$ cat src/rtl/adder_arbiter_pkg.sv
// Shared types and constants for the two-requester adder arbiter.
// Imported by the arbiter top.
package adder_arbiter_pkg;

  typedef enum logic [1:0] {
    IDLE = 2'd0,
    EXEC = 2'd1,
    RESP = 2'd2
  } state_t;

  localparam logic REQ0 = 1'b0;
  localparam logic REQ1 = 1'b1;

endpackage : adder_arbiter_pkg

$ cat src/rtl/adder.sv
// Combinational signed adder with negative/zero/even flags derived from the wrapped sum.
// Overflow is deliberately not reported.
module adder #(
  parameter int NBITS = 8
) (
  input  logic [NBITS-1:0] a_i,
  input  logic [NBITS-1:0] b_i,
  output logic [NBITS-1:0] s_o,
  output logic             n_o,
  output logic             z_o,
  output logic             p_o
);

  logic [NBITS-1:0] sum_s;

  assign sum_s = a_i + b_i;
  assign s_o   = sum_s;
  assign n_o   = sum_s[NBITS-1];
  assign z_o   = (sum_s == {NBITS{1'b0}});
  assign p_o   = ~sum_s[0];

endmodule : adder

$ cat src/rtl/adder_arbiter.sv
// Round-robin arbiter sharing one adder between two valid/ready requesters;
// captures the granted pair, adds it, and holds the result until consumed.
module adder_arbiter
  import adder_arbiter_pkg::*;
#(
  parameter int NBITS = 8
) (
  input  logic             clk,
  input  logic             rst_n,
  input  logic             req0_valid,
  output logic             req0_ready,
  input  logic [NBITS-1:0] req0_a,
  input  logic [NBITS-1:0] req0_b,
  input  logic             req1_valid,
  output logic             req1_ready,
  input  logic [NBITS-1:0] req1_a,
  input  logic [NBITS-1:0] req1_b,
  output logic             resp_valid,
  input  logic             resp_ready,
  output logic             resp_id,
  output logic [NBITS-1:0] resp_s,
  output logic             resp_n,
  output logic             resp_z,
  output logic             resp_p
);

  state_t           state_q;
  logic             last_grant_q;
  logic [NBITS-1:0] op_a_q;
  logic [NBITS-1:0] op_b_q;
  logic             op_id_q;
  logic             resp_valid_q;
  logic             resp_id_q;
  logic [NBITS-1:0] resp_s_q;
  logic             resp_n_q;
  logic             resp_z_q;
  logic             resp_p_q;

  logic             grant_valid_s;
  logic             grant_id_s;
  logic             accept_s;
  logic [NBITS-1:0] grant_a_s;
  logic [NBITS-1:0] grant_b_s;
  logic [NBITS-1:0] sum_s;
  logic             sum_n_s;
  logic             sum_z_s;
  logic             sum_p_s;

  // On a tie the requester that did not win last time is favoured.
  always_comb begin
    grant_valid_s = req0_valid | req1_valid;
    if (req0_valid && req1_valid) begin
      grant_id_s = ~last_grant_q;
    end else if (req1_valid) begin
      grant_id_s = REQ1;
    end else begin
      grant_id_s = REQ0;
    end
  end

  // Operand mux for the granted requester.
  always_comb begin
    if (grant_id_s == REQ1) begin
      grant_a_s = req1_a;
      grant_b_s = req1_b;
    end else begin
      grant_a_s = req0_a;
      grant_b_s = req0_b;
    end
  end

  assign accept_s   = (state_q == IDLE) && grant_valid_s;
  assign req0_ready = accept_s && (grant_id_s == REQ0);
  assign req1_ready = accept_s && (grant_id_s == REQ1);

  adder #(
    .NBITS (NBITS)
  ) u_adder (
    .a_i (op_a_q),
    .b_i (op_b_q),
    .s_o (sum_s),
    .n_o (sum_n_s),
    .z_o (sum_z_s),
    .p_o (sum_p_s)
  );

  // Control FSM with capture and result registers.
  always_ff @(posedge clk or negedge rst_n) begin
    if (!rst_n) begin
      state_q      <= IDLE;
      last_grant_q <= REQ1;
      op_a_q       <= {NBITS{1'b0}};
      op_b_q       <= {NBITS{1'b0}};
      op_id_q      <= 1'b0;
      resp_valid_q <= 1'b0;
      resp_id_q    <= 1'b0;
      resp_s_q     <= {NBITS{1'b0}};
      resp_n_q     <= 1'b0;
      resp_z_q     <= 1'b0;
      resp_p_q     <= 1'b0;
    end else begin
      case (state_q)
        IDLE: begin
          if (accept_s) begin
            op_a_q       <= grant_a_s;
            op_b_q       <= grant_b_s;
            op_id_q      <= grant_id_s;
            last_grant_q <= grant_id_s;
            state_q      <= EXEC;
          end else begin
            state_q      <= IDLE;
          end
        end
        EXEC: begin
          resp_s_q     <= sum_s;
          resp_n_q     <= sum_n_s;
          resp_z_q     <= sum_z_s;
          resp_p_q     <= sum_p_s;
          resp_id_q    <= op_id_q;
          resp_valid_q <= 1'b1;
          state_q      <= RESP;
        end
        RESP: begin
          if (resp_ready) begin
            resp_valid_q <= 1'b0;
            state_q      <= IDLE;
          end else begin
            state_q      <= RESP;
          end
        end
        default: begin
          resp_valid_q <= 1'b0;
          state_q      <= IDLE;
        end
      endcase
    end
  end

  assign resp_valid = resp_valid_q;
  assign resp_id    = resp_id_q;
  assign resp_s     = resp_s_q;
  assign resp_n     = resp_n_q;
  assign resp_z     = resp_z_q;
  assign resp_p     = resp_p_q;

endmodule : adder_arbiter

$ cat config.mk
export PLATFORM = sky130hd
export DESIGN_NAME = adder_arbiter
export DESIGN_NICKNAME = d
export VERILOG_FILES = /design/src/rtl/adder_arbiter_pkg.sv /design/src/rtl/adder.sv /design/src/rtl/adder_arbiter.sv
export SDC_FILE = /design/constraint.sdc
export NUM_CORES = 1
export LEC_CHECK = 0
export BUFFER_PORTS_ARGS = -buffer_cell sky130_fd_sc_hd__buf_4
export CAP_MARGIN = 30
export CORE_AREA = 5 5 85 87
export DETAILED_ROUTE_END_ITERATION = 16
export DIE_AREA = 0 0 90 92
export PLACE_DENSITY_LB_ADDON = 0.3
export SETUP_SLACK_MARGIN = 0.5
export SYNTH_ARGS = -nofsm -noshare
export SYNTH_HDL_FRONTEND = slang
export SYNTH_HIERARCHICAL = 1
export SYNTH_SLANG_ARGS = --single-unit
$ cat constraint.sdc
create_clock -name clk -period 4.7 [get_ports clk]
set_input_delay 0.235 -clock clk [delete_from_list [all_inputs] [get_ports clk]]
set_output_delay 0.235 -clock clk [all_outputs]
set_load 0.01 [all_outputs]
==> reports/results.tsv <==
metric	value	unit
outcome	completed	
path_buf_inv	0	
synth_top_cell_by_area	dfrtp_1	
grt_pass1_vias	1540	
cts_resized	0	
worst-path-max-fanout	3	
yosys.area_share.adder	5.75	%
critical_path.cell_chain	ha_1 -> fa_1 -> a211o_1 -> and3_4 -> o311ai_4 -> nor4_2 -> mux2_2	
final_antenna_net_count	0	
clockBufferDepth	2	
ys_warn_count	6	
clkTransAtPathRegs	0.07	ns
design_area	2430	sq um
slew_headroom	61.6	%
hold_start	req0_a[5]	
synth_area_per_cell	10.6	sq um
dpl.hpwl	3190	um
cts_tree	yes	
critPathKind	flop to flop	
antenna_found_initial	0	
synth_top_family_by_area	compound AO/OA/AOI/OAI gates	
synth_area	1870	sq um
cts_buffers	5	
maxCapViolCount	0	
overflow	0	
finalClockSkew	0.00138	ns
slowest_delay	0.43	ns
port_buffers	51	
dr.pass1.iters	4	
min_path_cells	3	
gr-usage-all-layers	10.7	%
num_antenna_cells	0	
syn_inst	177	
synth_top_area_share	42.8	%
start_util	29.8	%
dieWidth	90	um
cp-start-kind	flop	
synth_edf_count	0	
gp_congestion	0.818	
ys_ff_latch	33	
grt_pass1_wl	7260	um
synth.mux.area_fraction	7.22	%
cts.sinks	33	
synth_ff_type	dfrtp_1	
nets	275	
drive_gt1_share	37.2	%
crit_start	op_a_q[0]	
die_h	92	um
min_path_type	input port to flop	
ctsHoldBuffers	1	
vias	1453	
worst_path_max_delay_cell	fa_1	
syn_nets	222	
post_dp_cell_area	2300	sq um
synth-compound-area-share	22.4	%
vdd_drop_max	356	uV
grt_max_degree	34	
cts_setup_buffers	0	
pwr_density_cell	728	nW/um^2
root_buffer	clkbuf_8	
final_hold_viol_count	0	
netlist_top_cells_area	dfrtp_1 43%, o221ai_1 8.0%, inv_1 7.2%	
finalCoreUtilization	38.7	%
p_leak	1.21	nW
htree_levels	2	
die-area	8280	sq um
setup_viol	0	
via_per_inst	4.72	
rsz0062_at_grt	false	
drc	0	
wire_per_inst	13.8	um
drt_iter0_markers	41	
reg2reg_depth	7	
fin_crit_sh	49.8	%
slew_viol_final	0	
clock_latency	0.28	ns
async_flop_share	100	%
worstMarginPinSlew	0.577	ns
worst-path-stages	7	
coreArea	6280	sq um
synth_xor_area_share	1.40	%
row_count	29	
period_needed	2.34	ns
synthSimpleGateAreaFrac	8.82	%
yosysSeqAreaShare	44.2	%
layout-area-overhead-vs-synth	29.7	%
end_kind	flop	
fmax	427	MHz
arrival	2.51	ns
wl	4240	um
tns	0	ns
io_pins	52	
timing.rr.start	op_a_q[0]	
crit_family	adder cells	
cp.required	4.87	ns
ys_types	41	
-- state kept, by name, indices dropped and copies added (netlist names) --
| name | flops |
|---|---|
| op_a_q | 8 |
| op_b_q | 8 |
| resp_s | 8 |
| state_q | 2 |
| last_grant_q | 1 |
| op_id_q | 1 |
| resp_id | 1 |
| resp_n | 1 |
| resp_p | 1 |
| resp_valid | 1 |
| resp_z | 1 |
-- logic make-up after synthesis --
logic type / count (synthesis)
compound gates: 52
flops: 33
fa+ha+maj: 8
buf+inv: 43
xor+xnor: 3
simple gates: 26
mux: 12
-- layout make-up --
cell class | instances | area (sq um)
Clock buffer | 7 | 86.3
Multi-Input combinational cell | 101 | 853
Fill cell | 630 | 3850
Clock inverter | 1 | 30.0
Inverter | 36 | 135
Sequential cell | 33 | 827
Tap cell | 77 | 96.3
Timing Repair Buffer | 53 | 400
-- layout by cell type (no fill, tap or decap), types with 2 or more instances in the layout --
cell and n:
o21ai_1 8, clkbuf_8 6, nor2_1 6, nand3_2 2
inv_1 36, ha_1 7, o211ai_1 2, o221ai_1 17
mux2_2 12, a21oi_1 4, nor3_1 2, nor3b_1 2
buf_4 52, nand2_1 4, xor2_1 3, dfrtp_1 32
o21ai_0 12
-- per-layer routing --
layer / part of all wire, % / GRT usage, %
met4: 1.1 / 3.72
met3: 5.6 / 3.27
met2: 46 / 16.6
met1: 47 / 14.1
met5: 0 / 0
-- worst paths after layout --
kind,endpoint,slack [ns]
max,resp_z,2.36
min,op_a_q[5],0.21
max reg2reg,resp_z,2.36
min reg2reg,resp_valid,0.49
max in group asynchronous,last_grant_q,3.93
min in group asynchronous,op_b_q[5],0.43
-- through the flow --
stage | std cells | worst slack [ns] | total power, mW | hold WS (ns)
after floorplan | 177 | 2.48 | 1.27 | -0.0606
after global placement | 298 | 2.42 | 1.50 | 0.208
after detailed placement | 299 | 2.36 | 1.51 | 0.214
after CTS | 308 | 2.34 | 1.80 | 0.210
after global routing | 308 | 2.26 | 1.92 | 0.219
final | 308 | 2.36 | 1.77 | 0.214
-- worst reg2reg max path, stage by stage (launching register included) --
cell and delay, ns:
dfrtp_1 0.39, ha_1 0.26, fa_1 0.43, a211o_1 0.35
and3_4 0.20, o311ai_4 0.27, nor4_2 0.08, mux2_2 0.26
-- where the power goes --
part | leakage, nW | internal, mW | switching (mW) | total, mW
logic | 0.751 | 0.471 | 0.499 | 0.970
clock network | 0.0585 | 0.173 | 0.104 | 0.277
registers | 0.401 | 0.430 | 0.0908 | 0.521
total | 1.21 | 1.07 | 0.694 | 1.77
-- synth_stat cells (2+ instances only) --
master,n
o21ai_0,12
nand2_1,4
inv_1,36
o221ai_1,17
xor2_1,3
mux2_2,12
ha_1,7
o211ai_1,2
nor2_1,6
nand3_2,2
o21ai_1,8
buf_4,2
nor3_1,2
nor3b_1,2
buf_2,2
a21oi_1,4
dfrtp_1,32
No activity file was read; power rests on OpenSTA's default activity.
